### config.mk
export PLATFORM = sky130hd
export DESIGN_NAME = uart_resp_framer
export DESIGN_NICKNAME = d
export VERILOG_FILES = /design/src/rtl/uart_frame_pkg.sv /design/src/rtl/uart_resp_framer.sv
export SDC_FILE = /design/constraint.sdc
export NUM_CORES = 1
export LEC_CHECK = 0
export CORE_ASPECT_RATIO = 1.2
export CORE_MARGIN = 1.5
export CORE_UTILIZATION = 60
export CTS_CLUSTER_SIZE = 28
export DETAILED_ROUTE_END_ITERATION = 7
export DONT_BUFFER_PORTS = 1
export GPL_TIMING_DRIVEN = 0
export MAX_ROUTING_LAYER = met4
export PLACE_DENSITY = 0.84
export SLEW_MARGIN = 20
export SYNTH_ARGS = -nofsm -noshare
export SYNTH_HDL_FRONTEND = slang
export SYNTH_SLANG_ARGS = --single-unit
### constraint.sdc
create_clock -name clk -period 8.1 [get_ports clk]
set_input_delay 1.215 -clock clk [delete_from_list [all_inputs] [get_ports clk]]
set_output_delay 1.215 -clock clk [all_outputs]
set_load 0.01 [all_outputs]
### src/rtl/uart_frame_pkg.sv
// Shared framing constants for the localbus UART response link.
// Used by the response framer and by the receive-side deframer.
package uart_frame_pkg;

    localparam int FRAME_LEN = 10;
    localparam int CKS_IDX   = 9;

    localparam logic [7:0] DEF_HDR0 = 8'h55;
    localparam logic [7:0] DEF_HDR1 = 8'hAA;

    localparam logic [1:0] ST_IDLE = 2'd0;
    localparam logic [1:0] ST_SEND = 2'd1;
    localparam logic [1:0] ST_WAIT = 2'd2;
    localparam logic [1:0] ST_FIN  = 2'd3;

    typedef enum logic [1:0] {
        IDLE = ST_IDLE,
        SEND = ST_SEND,
        WAIT = ST_WAIT,
        FIN  = ST_FIN
    } state_t;

endpackage

### src/rtl/uart_resp_framer.sv
// Response framer: one (cmd, addr, data) response in, a 10-byte frame
// HDR0 HDR1 cmd addr[15:8] addr[7:0] data[31:24..7:0] CKS out, one byte
// per tx_valid/tx_done handshake with the UART core.
// Ports: clk, rst (async, active-high); resp_valid/resp_ready/resp_cmd/
// resp_addr/resp_data (response side); tx_byte/tx_valid/tx_done (UART
// core side); frame_done, frame_err (status pulses).
// Optional: define UART_RESP_FRAMER_TIMEOUT_EN to abort a frame when a
// byte's tx_done does not arrive within TIMEOUT_CYC cycles.
import uart_frame_pkg::*;

module uart_resp_framer #(
    parameter logic [7:0]  HDR0        = DEF_HDR0,
    parameter logic [7:0]  HDR1        = DEF_HDR1,
    parameter int unsigned TIMEOUT_CYC = 2000000
) (
    input  logic        clk,
    input  logic        rst,
    input  logic        resp_valid,
    output logic        resp_ready,
    input  logic [7:0]  resp_cmd,
    input  logic [15:0] resp_addr,
    input  logic [31:0] resp_data,
    output logic [7:0]  tx_byte,
    output logic        tx_valid,
    input  logic        tx_done,
    output logic        frame_done,
    output logic        frame_err
);

    state_t      state;
    state_t      next;
    logic        armed;
    logic [3:0]  idx;
    logic [7:0]  cks;
    logic [7:0]  cmd_q;
    logic [15:0] addr_q;
    logic [31:0] data_q;
    logic        accept;
    logic        last;
    logic        advance;
    logic [3:0]  sel;
    logic [7:0]  sel_byte;

    // armed keeps resp_ready low until the first clock after reset release
    assign resp_ready = armed && (state == IDLE);
    assign accept     = resp_valid && resp_ready;
    assign last       = (idx == 4'(CKS_IDX));
    assign advance    = (state == WAIT) && tx_done && !last;
    assign tx_valid   = (state == SEND);
    assign frame_done = (state == FIN);

    // tx_byte is loaded on the edge that enters SEND, so the mux looks
    // one byte ahead: byte 0 on capture, idx+1 when advancing.
    assign sel = (state == IDLE) ? 4'd0 : idx + 4'd1;

    always_comb begin
        sel_byte = 8'h00;
        case (sel)
            4'd0:    sel_byte = HDR0;
            4'd1:    sel_byte = HDR1;
            4'd2:    sel_byte = cmd_q;
            4'd3:    sel_byte = addr_q[15:8];
            4'd4:    sel_byte = addr_q[7:0];
            4'd5:    sel_byte = data_q[31:24];
            4'd6:    sel_byte = data_q[23:16];
            4'd7:    sel_byte = data_q[15:8];
            4'd8:    sel_byte = data_q[7:0];
            4'd9:    sel_byte = cks;
            default: sel_byte = 8'h00;
        endcase
    end

`ifdef UART_RESP_FRAMER_TIMEOUT_EN
    logic [31:0] tmo_cnt;
    logic        tmo_hit;

    assign tmo_hit = (tmo_cnt >= 32'(TIMEOUT_CYC - 1));

    always_ff @(posedge clk or posedge rst) begin
        if (rst) begin
            tmo_cnt <= '0;
        end else if (state == SEND) begin
            tmo_cnt <= '0;
        end else if (state == WAIT) begin
            tmo_cnt <= tmo_cnt + 32'd1;
        end
    end
`endif

    always_ff @(posedge clk or posedge rst) begin
        if (rst) begin
            state <= IDLE;
            armed <= 1'b0;
        end else begin
            state <= next;
            armed <= 1'b1;
        end
    end

    always_comb begin
        next      = state;
        frame_err = 1'b0;
        unique case (state)
            IDLE: if (accept) next = SEND;
            SEND: next = WAIT;
            WAIT: begin
                if (tx_done) next = last ? FIN : SEND;
`ifdef UART_RESP_FRAMER_TIMEOUT_EN
                else if (tmo_hit) begin
                    next      = IDLE;
                    frame_err = 1'b1;
                end
`endif
            end
            FIN:  next = IDLE;
            default: next = IDLE;
        endcase
    end

    always_ff @(posedge clk or posedge rst) begin
        if (rst) begin
            idx     <= '0;
            cks     <= '0;
            tx_byte <= '0;
            cmd_q   <= '0;
            addr_q  <= '0;
            data_q  <= '0;
        end else if (accept) begin
            cmd_q   <= resp_cmd;
            addr_q  <= resp_addr;
            data_q  <= resp_data;
            idx     <= '0;
            cks     <= '0;
            tx_byte <= sel_byte;
        end else if (advance) begin
            idx     <= idx + 4'd1;
            tx_byte <= sel_byte;
            // running sum over payload bytes 2..8 as they are issued
            if (sel >= 4'd2 && sel <= 4'd8) begin
                cks <= cks + sel_byte;
            end
        end
    end

endmodule

Yosys cells after proc, flatten, opt, wreduce, memory -nomap -nowiden
Index checks and enable logic that the tools add are counted.

Bits of input ports: 60. Bits in registers: 79. Output and inout bits: 12.

Magnitude comparators: 2. Add/sub/neg operators: 2. Reductions and logical operators: 12. Equality and inequality tests: 15. Mux-type cells: 13.

Operators with widths (number): 8-bit case mux with 10 select lines (1); 8-bit two-way mux (5); 4-bit by 3-bit equality test with 1-bit output (second input constant) (4); 4-bit equality test (second input constant) (3); 4-bit two-way mux (3); 8-bit adder (1); 4-bit by 2-bit equality test with 1-bit output (second input constant) (2); 2-bit case mux with 4 select lines (1); 2-bit two-way mux (3); 1-bit logical AND (5); 4-bit by 1-bit adder with 4-bit output (second input constant) (1); 2-bit equality test (second input constant) (2); 4-bit by 1-bit equality test with 1-bit output (second input constant) (1); 4-bit by 2-bit >= comparator with 1-bit output (second input constant) (1); 4-bit <= comparator (second input constant) (1); 4-bit logical NOT (1); 2-bit != test (second input constant) (2); 2-bit AND reduction (2); 2-bit nonzero test (2); 2-bit by 1-bit equality test with 1-bit output (second input constant) (1); 2-bit logical NOT (1); 1-bit logical NOT (1).

Depth between registers and ports, before layout
Word-level depth: 8. Depth in mapped cells: 18. Depth with buffers taken out: 16.

Worst setup path before layout
Ideal clock, no wire load.

Path type: register to register. Start: register idx[0]. End: register cks[6]. Required time: 8.017 ns. Stages on the path, launching flop included: 17. Slack: 4.807 ns. Data arrival time: 3.211 ns. Path through: dfrtp_1 > ha_1 > buf_4 > o2bb2ai_1 > buf_2 > a221o_1 > o21ai_0 > o311ai_1 > ha_1 > fa_1 > a21o_1 > a21oi_1 > o21bai_1 > a21oi_1 > xnor2_1 > nand2_1 > o21ai_0.

Word-level cells in the longest chain between the ends: 8. Elaborated cells on any way between the ends: 26. Classes of those cells: add/sub: 2; order compare: 2; eq/ne: 10; mux: 5; reduce/logical: 7.

RTL lines: start: declaration (RTL line uart_resp_framer.sv:33) `logic [3:0] idx;`; start signal: assignment (RTL line uart_resp_framer.sv:136) `idx <= idx + 4'd1;`; 4-bit by 1-bit adder with 4-bit output (*) (RTL line uart_resp_framer.sv:54) `assign sel = (state == IDLE) ? 4'd0 : idx + 4'd1;`; 4-bit two-way mux (*) (RTL line uart_resp_framer.sv:54); 4-bit equality test (tied with other cells) (RTL line uart_resp_framer.sv:58) `case (sel)`; 8-bit case mux with 10 select lines (*) (RTL line uart_resp_framer.sv:58); via sel_byte[0] (RTL line uart_resp_framer.sv:42) `logic [7:0] sel_byte;`; 8-bit adder (*) (RTL line uart_resp_framer.sv:140) `cks <= cks + sel_byte;`; 8-bit two-way mux (*) (RTL line uart_resp_framer.sv:139) `if (sel >= 4'd2 && sel <= 4'd8) begin`; 8-bit two-way mux (*) (RTL line uart_resp_framer.sv:135) `end else if (advance) begin`; 8-bit two-way mux (*) (RTL line uart_resp_framer.sv:128) `end else if (accept) begin`; end signal: assignment (RTL line uart_resp_framer.sv:140); end: declaration (RTL line uart_resp_framer.sv:34) `logic [7:0] cks;`.

The timed path passes the listed nets; every way through them passes the cells marked *. The select of a mux whose other input is x is not followed. A chain may end at the register's enable or synchronous reset.

Worst setup path after layout
Ends and elaborated chain as after synthesis.

==> metrics <==
Yosys cell types 46; GRT Util Overall 27.6%; # setup viols final 0; flop-to-flop setup slack 3.97 ns; Final Hold Viols 0; largest area contributor in the netlist dfrtp_1; starting density of the core 62.6%; Synth area leaders dfrtp_1 49%, mux2_2 18%, mux2i_1 3.2%, ha_1 2.8%, nor2_1 2.3%; H-Tree Depth 3; slowest cell delay on critical path 0.49 ns; Post-CTS Hold Buffers 0; first-pass GRT wire length 14.5 mm; largest net degree at the start of global routing between 40 and 50; met3 wire length 657 um; initial antenna violation count 1; Primary FF master, synth dfrtp_1; Post-Syn Instances approximately 340; Hold Crit Class flop to flop; Rel. slew slack a little under three fifths; Metal-1 WL 3.41 mm; worst r2r src idx[0]; vias in the first global route 2915; detailed-placement wirelength estimate between 6 and 7 mm; CTS root buffer clkbuf_8; Slew Limit Fails 0; DRC violations left 0; Max Cap Violations 0; pre-CTS setup slack between 4 and 5 ns; RSZ-0062 raised after global routing false; DR vias 2745; crit-path max FO 10; Pwr Density 437 nW/um^2; Post-synth EDFFs 0; Worst R2R Path Depth 17; WP buf/inv 3; syn avg cell area 11.9 um^2; worst slew pin tran roughly 0.65 ns; Rows 32; Worst Setup Slack, final approximately 4.0 ns; Period minus WS final between 4 and 5 ns; DR iter-0 viols 150; clk sink count between 70 and 80; Skew-Pair Late Insertion Delay 0.35 ns; VDD IR-drop max 0.000289 V; Worst path top cell family by delay compound AO/OA/AOI/OAI gates; ANT nets after route 0; DRT Pass-1 Iters 6; setup_tns 0 ns; CP Depth 17; skew final a little under 0.005 ns; gpl congestion 0.873; highest metal used met4; Critical Path RT 8.37 ns; post-CTS setup buffer count 0; GRT overflow 0; I/O pin total a little over 70; post-cts sizing count 0; Via density about 6.2; area delta synth->final 9.25%; routed length per instance 20.6 um; asr flop ratio synth 100%; share of layout cells above drive strength 1 30.7%; RR Endpoint cks[6]; clk buf depth 2; slowest cell on the critical path dfrtp_1; f_max 0.242 GHz; worst-path cell chain ha_1 -> buf_4 -> buf_2 -> buf_2 -> mux2i_1 -> nor3_1 -> o21ai_0 -> o311ai_1 -> ha_1 -> fa_1 -> a21o_1 -> a21oi_1 -> o21bai_1 -> a21oi_1 -> xnor2_1 -> nand2_1 -> o21ai_0; core area 6450 um^2; Synth top area share between 40 and 50%; met2 routed WL roughly 4.7 mm; data arrival time of the worst path 4.41 ns; Post-layout nets 420; Setup crit end kind flop; Inserted Clock Buffers 9; placed standard-cell area 4160 um^2; sequential area share after synthesis 49.0%; CTS tree done; period utilization 51.0%; Post-Synthesis Cell Area just over 4000 um^2; Synth warnings 0; Pleak a little under 2 nW; Crit. Startpoint idx[0]; Mapped Nets between 400 and 500; Worst-path clk slew 0.08 ns; status complete, no violations; Port Buffer Count 0; die width 77.8 um; die area 7220 um^2; critical path startpoint category flop; Total Wirelength 9.10 mm; final instance area 4410 um^2; synthesis-stage register bit count 79; Die Ht 92.8 um; WS Path Type flop to flop; CP endpoint cks[6]
==> layer usage <==
metal | vias to the layer above | global-route usage (%)
met3 | 34 | 6.60
met4 | 0 | 16.2
met5 | - | -
met2 | 131 | 44.4
li1 | 1236 | -
met1 | 1344 | 31.4
==> cells in the mapped netlist, drive strengths merged, types with 4 or more instances <==
library cell and n:
dfrtp 79, mux2 66, nor2 25, buf 19
a21oi 14, mux2i 13, o21ai 12, nand2 11
xnor2 10, ha 9, nor2b 8, a221o 6
nand2b 6, a21o 5, inv 5, xor2 4
==> report_power, final <==
part | leakage, nW | switching [mW] | internal, mW
Sequential | 0.954 | 0.131 | 0.579
Combinational | 0.862 | 0.451 | 0.423
Clock | 0.119 | 0.142 | 0.199
==> cell type report <==
class | instances | area, um^2
Antenna cell | 1 | 2.50
Buffer | 22 | 125
Clock buffer | 12 | 165
Clock inverter | 4 | 76.3
Fill cell | 446 | 2040
Inverter | 5 | 21.3
Multi-Input combinational cell | 232 | 1910
Sequential cell | 79 | 1980
Tap cell | 85 | 106
Timing Repair Buffer | 1 | 20.0
==> cell families (layout without fill, tap and decap cells) <==
logic type | after synthesis | count (layout) | share of synthesized area, %
adders and majority gates | 10 | 10 | 3.29
buffers and inverters | 27 | 44 | 3.57
xor gates and xnor gates | 14 | 14 | 3.04
other | 2 | 3 | 0.186
muxes | 79 | 79 | 21.7
and+or+nand+nor | 61 | 61 | 7.51
DFF | 79 | 79 | 49.0
AOI/OAI and AO/OA | 66 | 66 | 11.6
==> registers in the layout, indices dropped and copies added (netlist names) <==
| name | count |
|---|---|
| cmd_q | 8 |
| armed | 1 |
| idx | 4 |
| state | 2 |
| cks | 8 |
| addr_q | 16 |
| tx_byte | 8 |
| data_q | 32 |
==> through the flow <==
stage	hold slack, ns	instances	utilization [%]	total power [mW]
detailed placement	0.476	424	64.6	1.57
finish	0.489	441	68.3	1.93
global placement	0.466	423	64.2	1.52
CTS	0.490	440	68.3	1.91
global route	0.509	441	68.3	2.04
floorplan	0.447	338	-	1.35
==> worst register-to-register path, delay by kind of cell (launching register included) <==
kind	cells	cell delay (ns)
xor gates and xnor gates	1	0.14
and+or+nand+nor	2	0.14
adders and majority gates	3	1.01
buffers and inverters	3	0.74
AOI/OAI and AO/OA	7	1.23
DFF	1	0.49
muxes	1	0.30
==> placed cells by master (no fill, tap or decap), drive strengths merged, types with 6 or more instances in the layout <==
master,count
buf,20
xnor2,10
nand2,11
mux2,66
nor2b,8
a221o,6
ha,9
clkbuf,15
nand2b,6
dfrtp,79
nor2,25
o21ai,12
a21oi,14
mux2i,13
==> worst min-delay path by stage <==
stage / end / cells after the start / slack, ns / startpoint
after global routing: cks[7] / 1 / 0.51 / cks[7]
after floorplan: cks[7] / 1 / 0.45 / cks[7]
after detailed placement: cks[7] / 1 / 0.48 / cks[7]
after global placement: cks[7] / 1 / 0.47 / cks[7]
final: cks[7] / 1 / 0.49 / cks[7]
after CTS: cks[7] / 1 / 0.49 / cks[7]
(Power assumes the default switching activity.)
